--- src/rtl/wb_timer_if.sv ---
// rtl/wb_timer_if.sv - Wishbone pipelined-mode bus bundle shared by CPU master and I/O slaves
interface if_wb (
  input logic clk,
  input logic rst
);
  logic [15:0] adr;
  logic [15:0] dat_m;
  logic [15:0] dat_s;
  logic        cyc;
  logic        stb;
  logic        we;
  logic        stall;
  logic        ack;

  modport slave  (input clk, rst, adr, dat_m, cyc, stb, we, output dat_s, stall, ack);
  modport master (input clk, rst, dat_s, stall, ack, output adr, dat_m, cyc, stb, we);
endinterface

--- src/rtl/wb_timer.sv ---
// rtl/wb_timer.sv - Wishbone slave 16-bit prescaled interval timer with match irq
// Optional input capture is enabled by defining WB_TIMER_CAPTURE_EN.
module wb_timer #(
  parameter logic [15:0] RST_RELOAD = 16'hFFFF
) (
  if_wb.slave  wb,
  output logic irq
`ifdef WB_TIMER_CAPTURE_EN
  ,
  input  logic cap
`endif
);

  logic        acc, wr;
  logic [2:0]  a;
  logic        wr_ctrl, wr_count, wr_reload, wr_status;
  logic        en, irq_en, auto_reload;
  logic [7:0]  prescale, pre;
  logic [15:0] count, reload, capture;
  logic        match, capf;
  logic        tick, hit, cap_edge;
  logic        ack_q;
  logic [15:0] dat_q, rd_data;
  logic        unused_adr;

  assign acc        = wb.cyc & wb.stb;
  assign wr         = acc & wb.we;
  assign a          = wb.adr[2:0];
  assign unused_adr = &{1'b0, wb.adr[15:3]};
  assign wr_ctrl    = wr & (a == 3'd0);
  assign wr_count   = wr & (a == 3'd1);
  assign wr_reload  = wr & (a == 3'd2);
  assign wr_status  = wr & (a == 3'd3);

  assign tick = en & (pre == prescale);
  assign hit  = tick & (count == reload);

  assign wb.stall = 1'b0;
  assign wb.ack   = ack_q;
  assign wb.dat_s = dat_q;

`ifdef WB_TIMER_CAPTURE_EN
  // Two synchroniser flops, third flop remembers the previous level for edge detect.
  logic [2:0] cap_sync;
  always_ff @(posedge wb.clk or posedge wb.rst) begin
    if (wb.rst) cap_sync <= 3'b000;
    else        cap_sync <= {cap_sync[1:0], cap};
  end
  assign cap_edge = cap_sync[1] & ~cap_sync[2];
`else
  assign cap_edge = 1'b0;
`endif

  always_comb begin
    rd_data = 16'h0000;
    case (a)
      3'd0:    rd_data = {prescale, 5'b00000, auto_reload, irq_en, en};
      3'd1:    rd_data = count;
      3'd2:    rd_data = reload;
      3'd3:    rd_data = {14'h0000, capf, match};
      3'd4:    rd_data = capture;
      default: rd_data = 16'h0000;
    endcase
  end

  always_ff @(posedge wb.clk or posedge wb.rst) begin
    if (wb.rst) begin
      ack_q       <= 1'b0;
      dat_q       <= 16'h0000;
      irq         <= 1'b0;
      en          <= 1'b0;
      irq_en      <= 1'b0;
      auto_reload <= 1'b0;
      prescale    <= 8'h00;
      pre         <= 8'h00;
      count       <= 16'h0000;
      reload      <= RST_RELOAD;
      match       <= 1'b0;
      capf        <= 1'b0;
      capture     <= 16'h0000;
    end else begin
      ack_q <= acc;
      dat_q <= (acc & ~wb.we) ? rd_data : 16'h0000;
      irq   <= match & irq_en;

      // Any CTRL or COUNT write restarts the prescale phase.
      if (wr_ctrl | wr_count | ~en | tick) pre <= 8'h00;
      else                                 pre <= pre + 8'd1;

      if (wr_ctrl) begin
        en          <= wb.dat_m[0];
        irq_en      <= wb.dat_m[1];
        auto_reload <= wb.dat_m[2];
        prescale    <= wb.dat_m[15:8];
      end else if (hit & ~auto_reload) begin
        en <= 1'b0;
      end

      if (wr_count)    count <= wb.dat_m;
      else if (hit)    count <= auto_reload ? 16'h0000 : count;
      else if (tick)   count <= count + 16'd1;

      if (wr_reload) reload <= wb.dat_m;

      // Hardware set beats software clear in the same cycle.
      match <= hit      | (match & ~(wr_status & wb.dat_m[0]));
      capf  <= cap_edge | (capf  & ~(wr_status & wb.dat_m[1]));
      if (cap_edge) capture <= count;
    end
  end

endmodule

--- src/flat_wrapper.sv ---
// flat-port wrapper written by rule: the top's interface ports become plain ports
module wb_timer_flat 
#(
  parameter logic [15:0] RST_RELOAD = 16'hFFFF
)
  (irq, clk, rst, wb_adr, wb_dat_m, wb_cyc, wb_stb, wb_we, wb_dat_s, wb_stall, wb_ack);
  if_wb wb_i (.clk(clk), .rst(rst));
  output logic irq;
  input wire logic clk;
  input wire logic rst;
  input wire logic [$bits(wb_i.adr)-1:0] wb_adr;
  input wire logic [$bits(wb_i.dat_m)-1:0] wb_dat_m;
  input wire logic [$bits(wb_i.cyc)-1:0] wb_cyc;
  input wire logic [$bits(wb_i.stb)-1:0] wb_stb;
  input wire logic [$bits(wb_i.we)-1:0] wb_we;
  output wire logic [$bits(wb_i.dat_s)-1:0] wb_dat_s;
  output wire logic [$bits(wb_i.stall)-1:0] wb_stall;
  output wire logic [$bits(wb_i.ack)-1:0] wb_ack;
  assign wb_i.adr = wb_adr;
  assign wb_i.dat_m = wb_dat_m;
  assign wb_i.cyc = wb_cyc;
  assign wb_i.stb = wb_stb;
  assign wb_i.we = wb_we;
  assign wb_dat_s = wb_i.dat_s;
  assign wb_stall = wb_i.stall;
  assign wb_ack = wb_i.ack;
  wb_timer #(.RST_RELOAD(RST_RELOAD)) u_core (.wb(wb_i), .irq(irq));
endmodule
--- config.mk ---
export PLATFORM = sky130hd
export DESIGN_NAME = wb_timer_flat
export DESIGN_NICKNAME = d
export VERILOG_FILES = /design/src/rtl/wb_timer_if.sv /design/src/rtl/wb_timer.sv /design/src/flat_wrapper.sv
export SDC_FILE = /design/constraint.sdc
export NUM_CORES = 1
export LEC_CHECK = 0
export BUFFER_PORTS_ARGS = -buffer_cell sky130_fd_sc_hd__buf_4
export CORE_MARGIN = 10
export CORE_UTILIZATION = 40
export DETAILED_ROUTE_END_ITERATION = 7
export PLACE_DENSITY_LB_ADDON = 0.08
export SKIP_LAST_GASP = 1
export SYNTH_ARGS = -nofsm -noshare
export SYNTH_HDL_FRONTEND = slang
export SYNTH_SLANG_ARGS = --single-unit
--- constraint.sdc ---
create_clock -name clk -period 2.7 [get_ports clk]
set_input_delay 0.54 -clock clk [delete_from_list [all_inputs] [get_ports clk]]
set_output_delay 0.54 -clock clk [all_outputs]
set_load 0.005 [all_outputs]
* Word-level counts from Yosys, hierarchy flattened
Index checks and enable logic that the tools add are counted.
Widths: inputs -> output; s select.
** Operators by class
- Add/sub/neg operators :: 2
- Equal/unequal tests :: 6
- Multiplexer cells :: 9
- Bitwise gates (word level) :: 24
- Reductions and logical operators :: 4
** Operators with widths (count)
- $mux 16 :: 5
- $pmux 16 s4 :: 1
- $add 16x1->16 const B :: 1
- $eq 16x16->1 :: 1
- $and 1x1->1 :: 15
- $add 8x1->8 const B :: 1
- $eq 8x8->1 :: 1
- $mux 8 :: 1
- $eq 3x2->1 const B :: 2
- $not 1->1 :: 5
- $or 1x1->1 :: 4
- $eq 3x1->1 const B :: 1
- $logic_not 3->1 :: 1
- $ne 3x1->1 const B :: 1
- $reduce_bool 3->1 :: 1
- $mux 1 :: 2
- $reduce_and 2->1 :: 1
- $reduce_bool 2->1 :: 1
** Storage, ports and cells
- Flip-flop bits (word level) :: 71
- Input bits :: 37
- Output and inout bits :: 19
- Word-level logic and storage cells :: 57

* Logic depth before layout (Yosys ltp)
Gate-level depths: netlist (run 1).
- Depth after elaboration :: 7
- Mapped depth :: 8
- Mapped depth without buffers :: 6

* Least setup slack after synthesis (run 1)
Ideal clock, no wire load.
- Kind :: reg2reg
- Start point :: register u_core.reload[3]
- End point :: register u_core.count[4]
- Library setup time :: 124 ps
- Arrival time :: 1898 ps
- Data required time :: 2576 ps
- Setup slack :: 678 ps
- Stages on the path, launching flop included :: 7
- Buffers on the path :: 0
- Clock period less this slack :: 2022 ps
- Cell sequence :: dfstp_2 > xor2_1 > nor4_2 > nand4_4 > o31a_1 > o211a_1 > a211o_1
** On the way
- Longest elaborated chain between the ends :: 4
- Elaborated cells on any way between the ends :: 7
- Those cells by class :: 2 x eq/ne; 2 x mux; 1 x bitwise; 2 x reduce/logical
** RTL lines
- start: declaration :: RTL line wb_timer.sv:19 : logic [15:0] count, reload, capture;
- start signal: assignment :: RTL line wb_timer.sv:103 : if (wr_reload) reload <= wb.dat_m;
- $eq 16x16->1 * :: RTL line wb_timer.sv:36 : assign hit = tick & (count == reload);
- $and 1x1->1 * :: RTL line wb_timer.sv:36
- $ne 3x1->1 (no line), or another cell as far along
- $reduce_and 2->1 (no line) / $mux 16 (equally long branches)
- end signal: assignment :: RTL line wb_timer.sv:99 : if (wr_count) count <= wb.dat_m;
- end signal: assignment :: RTL line wb_timer.sv:100 : else if (hit) count <= auto_reload ? 16'h0000 : count;
- end signal: assignment :: RTL line wb_timer.sv:101 : else if (tick) count <= count + 16'd1;
- end: declaration :: RTL line wb_timer.sv:19
Mark *: on every way between the ends. The rest lies on a longest branch, timed or not.
A chain may end at the register's enable or synchronous reset.

* Final worst setup path (run 1)
Ends and elaborated chain as after synthesis.

==> results.txt, run 1 <==
Post-synthesis cell area -> 3731 sq um
Yosys top cell by area -> dfrtp_1
Rel. slew slack -> 52.04%
Final period util -> 84.77%
Register area share after synthesis -> 48.16%
Initial Util -> 40.77%
Tot Pwr -> 3.501 mW
Final hold slack -> 200.2 ps
Site row count -> 35
Critical Path Start Type -> flop
Antenna diodes -> 0
Crit path max fanout -> 9
Register area -> 1797 sq um
Tmin final -> 2289 ps
Largest net degree at the start of global routing -> 52
Synth cell types -> 48
Number of synthesized flops with an enable pin -> 0
Worst-case clock buffer depth -> 2
Synthesized Nets -> 399
Post-layout util -> 48.34%
Gr usage total -> 15.30%
Die area -> 13590 sq um
Syn avg cell area -> 10.36 sq um
PortBufs -> 41
Kind of critical path -> reg2reg
Share of cells above drive strength 1 -> 28.85%
Max cap viols -> 0
RSZ-0062 raised after global routing -> false
Fill count -> 894
Worst-path clk slew -> 80 ps
Multi-input gate area -> 1814 sq um
Outcome -> completed
# DRC -> 0
CP Data Arrival Time -> 2530 ps
Total power per unit cell area -> 791.3 nW/um^2
Final Hold Fails -> 0
Die height -> 116.6 microns
Cell area after layout -> 4424 sq um
Layout net count -> 443
Clk sinks -> 71
Area grow syn2layout -> 18.58%
Synth top area share -> 36.89%
Post-synth ARST share -> 100.0%
Overflow after GRT -> 0
Dominant cells by area after synthesis -> dfrtp_1, dfstp_2, mux2_2, nor2_1, xor2_1
Drt wl/cell -> 18.62 microns
RePlAce Congestion -> 0.8294
Vias -> 2814
Yosys reg bits -> 71
Most frequent cell after synthesis -> dfrtp_1
Number of I/O pins -> 56
CTS tree -> built
Syn. warnings -> 0
Worst-skew pair later-pin latency -> 350 ps
Via/cell ratio -> 5.412
Worst slew pin tran -> 717.6 ps
Post-Layout Cell Count -> 520
Chip width -> 116.6 microns
Cell Count Post-Placement -> 504
Slew Limit Fails -> 0
Initial antenna violation count -> 0
ANT nets after route -> 0
Most frequent cells after synthesis -> dfrtp_1, nor2_1, mux2_2
F_max -> 436.9 MHz
Critical path capture point type -> flop
Hold WC Path Type -> in2async
Leak pwr -> 1.986 nW
DP HPWL -> 6760 microns
Setup violations, final -> 0
Drt pass-1 iters -> 4
Ys flop type -> dfrtp_1
TNS Setup -> 0 ps
Root Buffer Master -> clkbuf_8
Clk_skew -> 11.73 ps
Cts repair resizes -> 0
CTS H-tree lvls -> 3
Setup slack at placement -> 408.9 ps
Critical Path RT -> 2940 ps
Final WL -> 9683 microns
Core Box Area -> 9153 sq um
Setup ws final -> 411.2 ps
First-pass GRT wire length -> 16010 microns
Hold buffer count at CTS -> 0
Peak supply drop -> 0.2935 mV
CTS buffer count -> 9
Drt initial violations -> 111
Vias in the first global route -> 2928
Syn Inst Count -> 360
Postcts setup bufs -> 0
Post-DP Area -> 4179 sq um
[metal layers]
metal | part of all wire, % | global-route usage (%) | up-vias | wire length [microns]
met5 | 0 | 0 | - | 0
li1 | - | - | 1362 | -
met1 | 48 | 20.65 | 1372 | 4617
met4 | 1.2 | 4.530 | 0 | 119
met2 | 45 | 23.49 | 69 | 4373
met3 | 5.9 | 4.058 | 11 | 572
[path summary, 6_finish.rpt]
path,startpoint,end,slack [ps],cells after the start
setup / recovery,u_core.reload[3],u_core.count[4],410,6
hold / removal,rst,u_core.wb.dat_s[10],200,2
setup reg to reg,u_core.reload[3],u_core.count[4],410,6
hold reg to reg,u_core.match,u_core.match,500,2
max in group asynchronous,rst,u_core.reload[0],1810,3
min in group clk,wb_dat_m[4],u_core.count[4],410,2
[sequential cells by signal, summed over array words and instances (netlist names)]
name / flops
u_core.count: 16
u_core.reload: 16
u_core.wb.dat_s: 16
u_core.pre: 8
u_core.prescale: 8
u_core.auto_reload: 1
u_core.capf: 1
u_core.en: 1
u_core.irq: 1
u_core.irq_en: 1
u_core.match: 1
u_core.wb.ack: 1
[logic make-up (layout without fill, tap and decap cells)]
family | after synthesis | in the layout | synth area share (%)
AND/OR/NAND/NOR | 140 | 140 | 20.05
other | 1 | 1 | 0.1005
flip-flops | 71 | 71 | 48.16
AO/OA/AOI/OAI | 49 | 49 | 8.652
buffers and inverters | 26 | 75 | 3.219
adder cells (fa/ha/maj) | 2 | 2 | 0.6706
multiplexers | 41 | 41 | 11.90
XOR/XNOR | 30 | 30 | 7.244
[cell usage in the layout, fill, tap and decap left out, types with 3 or more instances in the layout]
cell type | synthesis | final
dfstp_2 | 16 | 16
xnor2_1 | 9 | 9
xor2_1 | 20 | 20
bufinv_16 | 0 | 3
nor3_1 | 5 | 5
nor2b_1 | 3 | 3
mux2i_1 | 14 | 14
o311ai_1 | 5 | 5
and3_1 | 10 | 10
and2_1 | 3 | 3
a21oi_1 | 16 | 16
inv_1 | 7 | 6
mux2_2 | 27 | 27
clkbuf_8 | 0 | 10
dfrtp_1 | 55 | 55
or4_1 | 4 | 4
nand3_1 | 22 | 22
o21ai_0 | 5 | 5
nand4_1 | 5 | 5
o21ai_1 | 3 | 3
nand2b_1 | 4 | 4
nor2_1 | 49 | 49
a22oi_1 | 5 | 5
a31oi_1 | 3 | 3
o211ai_1 | 3 | 3
nor4_4 | 3 | 3
nand2_1 | 21 | 21
buf_4 | 1 | 51
[area by class of cell]
| class | instances | share of cell area [%] |
|---|---|---|
| clock buffers | 10 | 3.111 |
| clock inverters | 6 | 2.432 |
| inverters | 7 | 0.5939 |
| multi-input cells | 263 | 41.01 |
| flip-flops and latches | 71 | 40.61 |
| well taps | 111 | 3.139 |
| repair buffers | 52 | 9.106 |
[report_power, final]
group / internal, mW / switching [mW]
logic: 0.412 / 0.486
clock network: 0.636 / 0.409
registers: 1.30 / 0.262
total: 2.34 / 1.16
[critical path, stage by stage (launching register included)]
cell and delay (ps):
dfstp_2 560, xor2_1 110, nor4_2 380, nand4_4 220
o31a_1 470, o211a_1 190, a211o_1 250
Note: power is estimated with default switching activity, not from simulation.
==> run 2, diff against run 1 <==
==> constraint.sdc (replaced) <==
create_clock -name clk -period 2.11 [get_ports clk]
set_input_delay 0.422 -clock clk [delete_from_list [all_inputs] [get_ports clk]]
set_output_delay 0.422 -clock clk [all_outputs]
set_load 0.005 [all_outputs]
==> run 2 against run 1 <==
Total power up 38%. Cell count grew 3.7%. Wire length is 2.5% higher. Clock-buffer cell count increased by 1. Non-clock buffer count increased by 19. Sequential power is 26% higher. Clock skew shrank 4.4 ps. Largest cell class unchanged.
==> results.txt, run 2 (synthesized netlist as in run 1, its figures left out) <==
Outcome -> completed
Hold buffer count at CTS -> 0
Via/cell ratio -> 5.475
Worst-skew pair later-pin latency -> 350 ps
Cell Count Post-Placement -> 520
Core Box Area -> 9153 sq um
Clk_skew -> 7.346 ps
TNS Setup -> 0 ps
Cell area after layout -> 4686 sq um
Multi-input gate area -> 1878 sq um
Drt pass-1 iters -> 4
Vias in the first global route -> 3079
Initial Util -> 40.77%
Met1 usage -> 20.42%
Vias -> 2951
Final WL -> 9925 microns
Met3 GRT Util -> 4.263%
Leak pwr -> 2.100 nW
Area grow syn2layout -> 25.59%
Die area -> 13590 sq um
Drt wl/cell -> 18.41 microns
Final hold slack -> 146.5 ps
CTS H-tree lvls -> 3
Critical R2R Launch -> u_core.reload[1]
ANT nets after route -> 0
Leading cell type in the layout, fill and taps excluded -> buf_4
Largest net degree at the start of global routing -> 72
Register-to-Register Setup Slack -> 80 ps
Tmin final -> 2035 ps
# DRC -> 0
Antenna diodes -> 0
Overflow after GRT -> 0
Critical Path Start Type -> flop
Max cap viols -> 0
Kind of critical path -> reg2reg
Critical Path RT -> 2400 ps
Die height -> 116.6 microns
Crit path max fanout -> 5
Number of I/O pins -> 56
PortBufs -> 41
Fill count -> 865
Gr usage total -> 15.47%
Final Hold Fails -> 0
Worst-case clock buffer depth -> 2
Register-to-Register Path Depth -> 7
Post-DP Area -> 4315 sq um
Peak supply drop -> 0.4297 mV
Root Buffer Master -> clkbuf_8
Most frequent cells in the layout -> buf_4, dfrtp_1, nor2_1, mux2_2, nand3_1
Share of cells above drive strength 1 -> 34.11%
Post-Layout Cell Count -> 539
Chip width -> 116.6 microns
CTS tree -> built
FF-to-FF End -> u_core.count[12]
Layout net count -> 462
CTS buffer count -> 9
Site row count -> 35
Initial antenna violation count -> 0
CP Data Arrival Time -> 2320 ps
Met2 Use GR -> 23.91%
Final period util -> 96.43%
Setup violations, final -> 0
First-pass GRT wire length -> 16320 microns
RePlAce Congestion -> 0.9058
Slew Limit Fails -> 0
Register area -> 1798 sq um
Drt initial violations -> 128
Hold WC Path Type -> in2async
Busiest grt layer -> met2
RSZ-0062 raised after global routing -> true
Clk sinks -> 71
F_max -> 491.5 MHz
Total power per unit cell area -> 1030 nW/um^2
Worst-path clk slew -> 80 ps
Critical path capture point type -> flop
DP HPWL -> 7012 microns
-- run 2: cell count changes in the layout (fill, tap and decap cells not counted), moves of 2 or more --
cell      change
buf_4        +17
xor2_1        -3
xor2_2        +3
clkinv_2      -2
xnor2_1       -2
xnor2_2       +2
-- run 2: cell type report --
| type | count | area share [%] |
|---|---|---|
| tap | 111 | 2.964 |
| clock buffer | 11 | 3.231 |
| timing repair buffer | 71 | 11.99 |
| inverter | 7 | 0.6409 |
| sequential | 71 | 38.37 |
| clock inverter | 5 | 2.724 |
| multi-input combinational | 263 | 40.08 |
-- run 2: worst max path at each step --
stage                     cells after the start               end  slack (ps)         startpoint
final                                         7  u_core.count[12]          80   u_core.reload[1]
after global routing                          8  u_core.count[12]         -10  u_core.reload[13]
after CTS                                     7  u_core.count[15]           4  u_core.reload[11]
after detailed placement                      7  u_core.count[15]           5   u_core.reload[3]
after global placement                        7   u_core.count[4]          40   u_core.reload[6]
after floorplan                               6   u_core.count[4]          90   u_core.reload[3]
-- run 2: repair_timing --
item	in CTS	in global routing
gates resized for setup	0	11
pin swaps	1	9
setup endpoints to repair	1	11
buffers inserted	0	3
-- run 2: where the power goes --
group / switching, mW / leakage, nW / internal, mW
Combinational: 0.715 / 1.11 / 0.647
Clock: 0.534 / 0.136 / 0.970
Sequential: 0.301 / 0.855 / 1.66
-- run 2: critical path, cell delays in order, from the launching register on --
cell,delay (ps)
dfstp_2,550
xor2_1,320
nor4_4,90
nand4_4,110
buf_4,130
nand3b_1,170
or4_1,510
nand3_1,100
-- run 2: layer usage --
layer / part of all wire, % / up-vias / routed length (microns)
li1: - / 1397 / -
met1: 45 / 1476 / 4508
met2: 48 / 69 / 4789
met3: 5.5 / 9 / 547
met4: 0.81 / 0 / 80
met5: 0 / - / 0
-- run 2: metrics by stage --
step | setup WS (ps) | utilization, % | power [mW]
detailed placement | 5.408 | 47.15 | 3.264
global route | -14.84 | 51.20 | 5.117
floorplan | 88.27 | - | 2.806
CTS | 4.408 | 50.20 | 4.780
finish | 75.23 | 51.20 | 4.826
global placement | 43.91 | 47.15 | 3.240
==> run 3, diff against run 2 <==
--- a/config.mk
+++ b/config.mk
@@ -8,8 +8,10 @@
 export BUFFER_PORTS_ARGS = -buffer_cell sky130_fd_sc_hd__buf_4
 export CORE_MARGIN = 10
 export CORE_UTILIZATION = 40
+export CTS_CLUSTER_DIAMETER = 150
 export DETAILED_ROUTE_END_ITERATION = 7
 export PLACE_DENSITY_LB_ADDON = 0.08
+export RECOVER_POWER = 100
 export SKIP_LAST_GASP = 1
 export SYNTH_ARGS = -nofsm -noshare
 export SYNTH_HDL_FRONTEND = slang
==> run 3 against run 2 <==
The run now ends with max-capacitance violations, max-slew violations left. Clock power is essentially flat. Sequential power is essentially flat. Design area shrank 0.88%. Core utilization shrank 0.45 points. Hold slack gained 140 ps.
==> results.txt, run 3 (synthesized netlist as in run 1, its figures left out) <==
Vias in the first global route -> 3079
RSZ-0062 raised after global routing -> true
Final Hold Fails -> 0
Hold WC Path Type -> in2reg
CTS H-tree lvls -> 3
Share of cells above drive strength 1 -> 32.94%
Final hold slack -> 284.4 ps
Worst slew pin tran -> 1584 ps
Leak pwr -> 2.062 nW
Kind of critical path -> reg2reg
Drt initial violations -> 140
Drt wl/cell -> 18.37 microns
Core Box Area -> 9153 sq um
Peak supply drop -> 0.4297 mV
Antenna diodes -> 0
CTS buffer count -> 9
Sw Share -> 32.17%
F_max -> 490.9 MHz
Outcome -> complete, but fails checks
Number of I/O pins -> 56
Setup violations, final -> 0
Switching Power -> 1.550 mW
First-pass GRT wire length -> 16320 microns
Crit path max fanout -> 5
Worst-path clk slew -> 80 ps
Register-to-Register Path Depth -> 7
Rel. slew slack -> -5.576%
Root Buffer Master -> clkbuf_8
Critical Path Start Type -> flop
Layout net count -> 462
Post-layout util -> 50.75%
Clk network pwr share -> 31.2%
Tot Pwr -> 4.818 mW
# DRC -> 0
Slew Limit Fails -> 72
Worst-case clock buffer depth -> 2
Clk_skew -> 7.887 ps
Drt pass-1 iters -> 5
Die height -> 116.6 microns
Die area -> 13590 sq um
Critical path capture point type -> flop
Tmin final -> 2037 ps
Total power per unit cell area -> 1037 nW/um^2
Final period util -> 96.54%
Int Pwr -> 3.268 mW
Fill count -> 870
DP HPWL -> 7012 microns
CP Data Arrival Time -> 2330 ps
Clk sinks -> 71
Most frequent cells in the layout -> dfrtp_1, nor2_1, buf_4, mux2_2, nand3_1
PortBufs -> 41
Max cap viols -> 1
Vias -> 2961
Sequential share of power -> 40.7%
Register area -> 1798 sq um
Worst-skew pair later-pin latency -> 350 ps
Multi-input gate area -> 1878 sq um
CP cell instances -> xor2_1 > nor4_4 > nand4_4 > buf_4 > nand3b_1 > or4_1 > nand3_1
Leading cell type in the layout, fill and taps excluded -> dfrtp_1
Chip width -> 116.6 microns
Failing checks -> max-capacitance violations, max-slew violations
RePlAce Congestion -> 0.9058
Critical Path RT -> 2400 ps
Hold path depth -> 2
Highest-delay cell along the critical path -> dfstp_2
Initial antenna violation count -> 0
Hold buffer count at CTS -> 0
Gr usage total -> 15.47%
Overflow after GRT -> 0
Initial Util -> 40.77%
Largest net degree at the start of global routing -> 72
Area grow syn2layout -> 24.48%
Slowest cell delay on critical path -> 550 ps
Site row count -> 35
CTS tree -> built
ANT nets after route -> 0
Final WL -> 9900 microns
Part of the power in combinational logic -> 28.1%
Via/cell ratio -> 5.494
run 3: changes by cell type in the layout (fill, tap and decap cells not counted), sizes merged:
cell	previous run	this run
buf	71	45
clkbuf	11	37
run 3: area by class of cell:
class / count / area share, %
Sequential cell: 71 / 38.71
Clock buffer: 11 / 3.260
Timing Repair Buffer: 71 / 11.26
Inverter: 7 / 0.5927
Tap cell: 111 / 2.990
Multi-Input combinational cell: 263 / 40.44
Clock inverter: 5 / 2.748
run 3: path summary, 6_finish.rpt:
path                                  start             endpoint  slack, ps
hold / removal                  wb_dat_m[4]      u_core.count[4]        280
max in group asynchronous               rst        u_core.pre[2]        400
setup / recovery           u_core.reload[1]     u_core.count[12]         70
min in group asynchronous               rst  u_core.wb.dat_s[10]        620
hold reg to reg                 u_core.capf          u_core.capf        500
setup reg to reg           u_core.reload[1]     u_core.count[12]         70
run 3: layer usage:
metal | track usage, % | vias to the layer above | wire length, microns
met5 | 0 | - | 0
met4 | 5.189 | 0 | 123
met3 | 4.263 | 11 | 657
met2 | 23.91 | 88 | 4713
met1 | 20.42 | 1462 | 4406
li1 | - | 1400 | -
run 3: critical path, delay by kind of cell, from the launching register on:
family / cells / cell delay [ps]
buffers and inverters: 1 / 130
XOR/XNOR: 1 / 320
flip-flops: 1 / 550
AND/OR/NAND/NOR: 5 / 980
run 3: timing repair:
| action | in CTS | in global routing |
|---|---|---|
| pin swaps | 1 | 9 |
| setup buffers | 0 | 3 |
| endpoints found under the setup margin | 1 | 11 |
| gates resized for setup | 0 | 11 |
run 3: power groups by stage:
| stage | Clock, mW | Combinational, mW | Sequential [mW] |
|---|---|---|---|
| global route | 1.60 | 1.51 | 2.00 |
| global placement | 0 | 1.29 | 1.95 |
| CTS | 1.54 | 1.31 | 1.94 |
| detailed placement | 0 | 1.30 | 1.96 |
| finish | 1.50 | 1.35 | 1.96 |
| floorplan | 0 | 0.895 | 1.91 |
run 3: per-stage QoR:
stage	setup WS (ps)	cell area (sq um)	TNS (ps)	cells
final	73.04	4644	0	539
after global routing	-14.84	4644	-14.84	539
after CTS	4.408	4594	0	536
after detailed placement	5.408	4315	0	520
after global placement	43.91	4315	0	520
after floorplan	88.27	3735	0	360
